`config.mk`:
```
export PLATFORM = sky130hd
export DESIGN_NAME = debounce_filter
export DESIGN_NICKNAME = d
export VERILOG_FILES = /design/src/rtl/debounce_pkg.sv /design/src/rtl/sat_cnt.sv /design/src/rtl/debounce_filter.sv
export SDC_FILE = /design/constraint.sdc
export NUM_CORES = 1
export LEC_CHECK = 0
export BUFFER_PORTS_ARGS = -buffer_cell sky130_fd_sc_hd__buf_2
export CORE_AREA = 2 2 39 41
export CTS_CLUSTER_SIZE = 8
export DETAILED_ROUTE_END_ITERATION = 10
export DIE_AREA = 0 0 41 43
export PLACE_DENSITY = 0.58
export SLEW_MARGIN = 20
export SYNTH_ARGS = -nofsm -noshare
export SYNTH_HDL_FRONTEND = slang
export SYNTH_SLANG_ARGS = --single-unit
export TNS_END_PERCENT = 30
```
`constraint.sdc`:
```
create_clock -name clk_i -period 2.4 [get_ports clk_i]
set_clock_uncertainty 0.15 [all_clocks]
set_input_delay 0.24 -clock clk_i [delete_from_list [all_inputs] [get_ports clk_i]]
set_output_delay 0.24 -clock clk_i [all_outputs]
set_load 0.01 [all_outputs]
```
`src/rtl/debounce_pkg.sv`:
```
// Shared types and helpers for the debounce filter: FSM state encoding and
// the width of the qualify counter.
package debounce_pkg;

  typedef enum logic {
    STABLE  = 1'b0,
    QUALIFY = 1'b1
  } dbf_state_e;

  function automatic int unsigned dbf_cnt_width(input int unsigned stable_cycles);
    return $clog2(stable_cycles + 1);
  endfunction

endpackage

```
`src/rtl/sat_cnt.sv`:
```
// Saturating up-counter: clr_i has priority over inc_i and the count sticks at
// all-ones instead of wrapping.
module sat_cnt #(
  parameter int unsigned WIDTH = 16
) (
  input  logic             clk_i,
  input  logic             clr_i,
  input  logic             inc_i,
  output logic [WIDTH-1:0] cnt_o
);

  always_ff @(posedge clk_i) begin
    if (clr_i) begin
      cnt_o <= '0;
    end else if (inc_i && (cnt_o != '1)) begin
      cnt_o <= cnt_o + 1'b1;
    end
  end

endmodule

```
`src/rtl/debounce_filter.sv`:
```
// Glitch filter and edge detector for a synchronized level. Optional accepted-edge
// counter on edge_cnt_o is enabled by defining DEBOUNCE_FILTER_EDGE_CNT_EN.
module debounce_filter
  import debounce_pkg::*;
#(
  parameter int unsigned STABLE_CYCLES = 16,
  parameter int          RESET_VAL     = 0,
  parameter int unsigned CNT_WIDTH     = 16
) (
  input  logic                 clk_i,
  input  logic                 rst_i,
  input  logic                 en_i,
  input  logic                 data_i,
  output logic                 data_o,
  output logic                 rise_o,
  output logic                 fall_o,
`ifdef DEBOUNCE_FILTER_EDGE_CNT_EN
  output logic [CNT_WIDTH-1:0] edge_cnt_o,
`endif
  output logic                 busy_o
);

  localparam int unsigned QW = dbf_cnt_width(STABLE_CYCLES);
  localparam logic [QW-1:0] LAST = QW'(STABLE_CYCLES - 1);

  if ((STABLE_CYCLES < 1) || (RESET_VAL < 0) || (RESET_VAL > 1) || (CNT_WIDTH < 1))
  begin : g_bad_param
    $error("debounce_filter: STABLE_CYCLES must be >= 1, RESET_VAL 0 or 1, CNT_WIDTH >= 1");
  end

  dbf_state_e    state;
  logic [QW-1:0] cnt;
  logic          accept;

  // Acceptance is decoded combinationally so the edge counter updates on the
  // same edge as data_o.
  always_comb begin
    accept = 1'b0;
    if (en_i && (data_i != data_o)) begin
      accept = (state == QUALIFY) ? (cnt == LAST) : (STABLE_CYCLES == 1);
    end
  end

  always_ff @(posedge clk_i) begin
    if (rst_i) begin
      state  <= STABLE;
      cnt    <= '0;
      data_o <= 1'(RESET_VAL);
      rise_o <= 1'b0;
      fall_o <= 1'b0;
      busy_o <= 1'b0;
    end else begin
      rise_o <= 1'b0;
      fall_o <= 1'b0;
      if (!en_i) begin
        state  <= STABLE;
        cnt    <= '0;
        busy_o <= 1'b0;
      end else if (accept) begin
        state  <= STABLE;
        cnt    <= '0;
        busy_o <= 1'b0;
        data_o <= data_i;
        rise_o <= data_i;
        fall_o <= !data_i;
      end else begin
        case (state)
          STABLE: begin
            if (data_i != data_o) begin
              state  <= QUALIFY;
              cnt    <= QW'(1);
              busy_o <= 1'b1;
            end else begin
              cnt <= '0;
            end
          end
          QUALIFY: begin
            if (data_i == data_o) begin
              state  <= STABLE;
              cnt    <= '0;
              busy_o <= 1'b0;
            end else begin
              cnt <= cnt + 1'b1;
            end
          end
          default: begin
            state  <= STABLE;
            cnt    <= '0;
            busy_o <= 1'b0;
          end
        endcase
      end
    end
  end

`ifdef DEBOUNCE_FILTER_EDGE_CNT_EN
  sat_cnt #(
    .WIDTH(CNT_WIDTH)
  ) u_edge_cnt (
    .clk_i(clk_i),
    .clr_i(rst_i),
    .inc_i(accept),
    .cnt_o(edge_cnt_o)
  );
`endif

endmodule

```
== Word-level counts from Yosys, hierarchy flattened ==
Index checks and enable logic that the tools add are counted.

* Add/subtract/negate cells: 1
* Equal/unequal tests: 5
* Div/mod/pow operators: 0
* Order comparisons: 0
* Muxes and demuxes: 11
* Multipliers: 0
* Shifts and indexed selects: 0
* Reduce and logical (&&, ||, !) cells: 6
* Bitwise operators: 3

{| class="wikitable"
|+ Operator list
! kind !! count
|-
| 5-bit one-hot mux with 2 select lines || 1
|-
| 1-bit two-way mux || 7
|-
| 3-bit OR reduction || 2
|-
| 5-bit by 1-bit adder with 5-bit output (second input constant) || 1
|-
| 5-bit by 4-bit == test with 1-bit output (second input constant) || 1
|-
| 5-bit two-way mux || 1
|-
| 1-bit one-hot mux with 2 select lines || 2
|-
| 2-bit AND reduction || 2
|-
| 1-bit inverter || 3
|-
| 2-bit by 1-bit inequality test with 1-bit output (second input constant) || 1
|-
| 2-bit inequality test (second input constant) || 1
|-
| 1-bit == test || 1
|-
| 1-bit logical AND || 1
|-
| 1-bit zero test || 1
|-
| 1-bit inequality test || 1
|}

* Output and inout bits: 4
* Memories kept: 0
* Bits in latches: 0
* Input bits: 4
* Bits in registers: 10
* Memory bits (writable): 0
* ROM bits: 0
* Logic and storage cells: 32

== Depth between registers and ports, before layout ==
* Depth in word-level cells: 5
* Depth in mapped cells: 6

== Least setup slack after synthesis ==
OpenSTA, ideal clock, no wires.

* Path type: flip-flop to flip-flop
* Start point: register cnt[0]
* End point: register cnt[2]
* Path buffers: 0
* Arrival: 1536 ps
* Cell stages (with the launch flop): 6
* Period minus slack after synthesis: 1751 ps
* Required time: 2186 ps
* Setup time: 64 ps
* Slack: 649 ps
* Cell sequence: dfxtp_1 > ha_1 > and3_1 > ha_1 > or4_4 > nor2_1

* Longest elaborated chain between the ends: 4
* Elaborated cells on any way between the ends: 7
* Those cells by class: add/sub (1); eq/ne (1); mux (4); reduce/logical (1)

{| class="wikitable"
|+ Ends and longest elaborated chain
! item !! RTL line !! source
|-
| start, declared || debounce_filter.sv:32 || <nowiki>logic [QW-1:0] cnt;</nowiki>
|-
| start signal, assigned || debounce_filter.sv:83 || <nowiki>cnt <= cnt + 1'b1;</nowiki>
|-
| parallel branches: the longest is 4 deep, another holds 5-bit by 1-bit adder with 5-bit output || - ||
|}

Several ways; the timed one is not identified.
A chain may end at the register's enable or synchronous reset.

== Worst setup path after layout ==
* Start point: register cnt[0]
* End point: register cnt[3]

The elaborated chain is that of the path after synthesis.

==> summary.md <==
| Metric | Value |
|---|---|
| Run status | `complete, no violations` |
| Part of the power in registers | `about half` |
| Final Net Count | `63` |
| Setup TNS | `0 ns` |
| Static leakage | `0.229 nW` |
| Yosys warns | `0` |
| Fin util | `37.3%` |
| H-tree levels | `1` |
| Syn nets | `51` |
| Diodes inserted | `0` |
| Tcrit/Tclk final | `77.3%` |
| WL/cell | `9.20 um` |
| HP Class | `input port to flip-flop` |
| Dpl cells | `66` |
| DR vias | `around 330` |
| Design Power | `~0.00034 W` |
| Synth unique cells | `18` |
| Initial Utilization | `30.7%` |
| Hold buffer count at CTS | `0` |
| GRT Total Usage | `between 10% and 20%` |
| Slew Viols, Final | `0` |
| Arrival @ worst endpoint | `1.91 ns` |
| Power share of the combinational group | `5.4%` |
| Routed Antenna Nets | `0` |
| Area grow syn2layout | `21.5%` |
| Initial antenna violation count | `0` |
| Area occupied by multi-input gates | `205 sq um` |
| FF-to-FF setup slack | `0.54 ns` |
| Final HPWL DP | `485 um` |
| Port buffer count | `7` |
| Die ar. | `0.00176 sq mm` |
| CP Data Required Time | `2.46 ns` |
| Clk sink count | `10` |
| Worst reg-to-reg path cell count | `5` |
| Maxcap violations | `0` |
| Worst Setup End Kind | `flip-flop` |
| Worst skew pair latency | `0.27 ns` |
| DR iter-0 viols | `4` |
| Synth top area share | `47.2%` |
| Relative slew slack | `around 84%` |
| Endpoints failing setup | `0` |
| Synthesized flop and latch total | `10` |
| DRC violations left | `0` |
| Worst r2r src | `cnt[0]` |
| Clock slew at reported path FFs | `approximately 0.070 ns` |
| Largest net degree at the start of global routing | `9` |
| # rows | `14` |
| Startpoint Class | `flip-flop` |
| P_int | `0.000269 W` |
| Io pins | `8` |
| Layout cells sized above 1 | `25.9%` |
| Gr ovfl total | `0` |
| FF-to-FF End | `cnt[3]` |
| Post-CTS setup buffer count | `0` |
| Leading post-synthesis cells by cell area | `dfxtp_1 47%, ha_1 12%, nor2_1 8.0%` |
| First-pass GRT wire length | `1200 um` |
| Post-synth top area cell | `dfxtp_1` |
| CTS root buf | `clkbuf_4` |
| CTS tree | `done` |
| Die width | `41 um` |
| Core box area | `around 0.0014 sq mm` |
| Final WL | `644 um` |
| Setup crit end | `cnt[3]` |
| Flip-flop and latch area | `200 sq um` |
| Register area share after synthesis | `47.2%` |
| Via-to-Cell Ratio | `roughly 4.7` |
| Chip height | `around 43 um` |
| Most frequent cells in the layout | `10 x dfxtp_1, 9 x nor2_1, 7 x buf_2, 4 x inv_1, 4 x ha_1` |
| Pre-CTS WS | `0.547 ns` |
| CTS buffer count | `3` |
| Syn_area_per_cell | `~9.9 sq um` |
| Worst Path Class, Setup | `flip-flop to flip-flop` |
| Least-Margin Pin Slew | `between 0.2 and 0.25 ns` |
| CP Launch Point | `cnt[0]` |
| 1st-pass router iterations | `4` |
| P per Cell Area | `661 mW/mm^2` |
| Hold Violations, Final | `0` |
| RePlAce Congestion | `0.659` |
| Non-Filler Instances | `70` |
| # fillers | `144` |
| VDD IR max | `395 uV` |
| Critical path peak fanout | `4` |
| Synthesized area | `424 sq um` |
| Cells after Synth | `43` |
| Clock power frac | `about 45%` |
| Clock Tree Buf Depth | `2` |
| Leading cell type in the layout, fill and taps excluded | `dfxtp_1` |
| Min Tclk post-route | `1.86 ns` |
| Post-CTS sizing | `0` |
| Final WS setup | `0.545 ns` |
| P_sw | `0.0000718 W` |
| Switching Fraction | `21.1%` |
| Vias in the first global route | `310` |
| RSZ-0062 raised after global routing | `false` |
| Fmax achieved | `539 MHz` |
[sequential cells by signal, indices dropped and copies added, names as in the netlist]
signal	count
fall_o	1
state	1
data_o	1
busy_o	1
cnt	5
rise_o	1
[logic make-up after synthesis]
| group | count (synthesis) | synth area share, % |
|---|---|---|
| simple gates | 17 | 20.9 |
| flops | 10 | 47.2 |
| buf+inv | 5 | 4.42 |
| fa+ha+maj | 4 | 11.8 |
| compound gates | 3 | 5.31 |
| xor+xnor | 3 | 7.97 |
| mux | 1 | 2.36 |
[cell usage after synthesis]
master,instances
a211oi_1,1
nor3b_1,2
inv_2,1
xnor2_1,1
nand3_1,2
a311o_1,1
or4_4,1
nand4b_1,1
and3_1,1
inv_1,4
ha_1,4
a21oi_1,1
dfxtp_1,10
xor2_1,1
xnor2_2,1
nor2_1,9
nand2_1,1
mux2i_1,1
[routing by layer]
metal | vias to the layer above | global-route usage [%] | share of wire [%]
li1 | 166 | - | -
met1 | 155 | 12.4 | 45
met2 | 5 | 14.1 | 46
met3 | 5 | 3.14 | 2.8
met4 | 0 | 10.0 | 5.6
met5 | - | 0 | 0
[power groups by stage]
stage               logic (W)  registers, W  clock network, W
floorplan           0.0000108      0.000175                 0
global placement    0.0000181      0.000175                 0
detailed placement  0.0000187      0.000175                 0
CTS                 0.0000188      0.000171          0.000156
global route        0.0000209      0.000171          0.000167
finish              0.0000184      0.000171          0.000152
[through the flow]
stage	hold WS [ns]	instance area, sq um
after floorplan	0.162	424
after global placement	0.305	479
after detailed placement	0.309	479
after CTS	0.0228	515
after global routing	0.0248	515
final	0.0302	515
[area by class of cell]
type                    instances  area share, %
flip-flops and latches         10           38.8
multi-input cells              28           39.8
well taps                      16           3.88
clock buffers                   4           7.04
repair buffers                  7           6.80
inverters                       5           3.64
[critical path, cell delays in order (launching register included)]
cell and delay, ns:
dfxtp_1 0.33, ha_1 0.22, and3_1 0.19, ha_1 0.22
or4_4 0.57, nor2_1 0.12
[how the worst min path moves through the flow]
stage,startpoint,slack (ns),depth (start not counted),endpoint
finish,rst_i,0.03,2,data_o
global route,rst_i,0.02,2,data_o
CTS,rst_i,0.02,2,data_o
detailed placement,rst_i,0.31,2,data_o
global placement,rst_i,0.30,2,data_o
floorplan,rst_i,0.16,1,data_o
(Power assumes the default switching activity.)
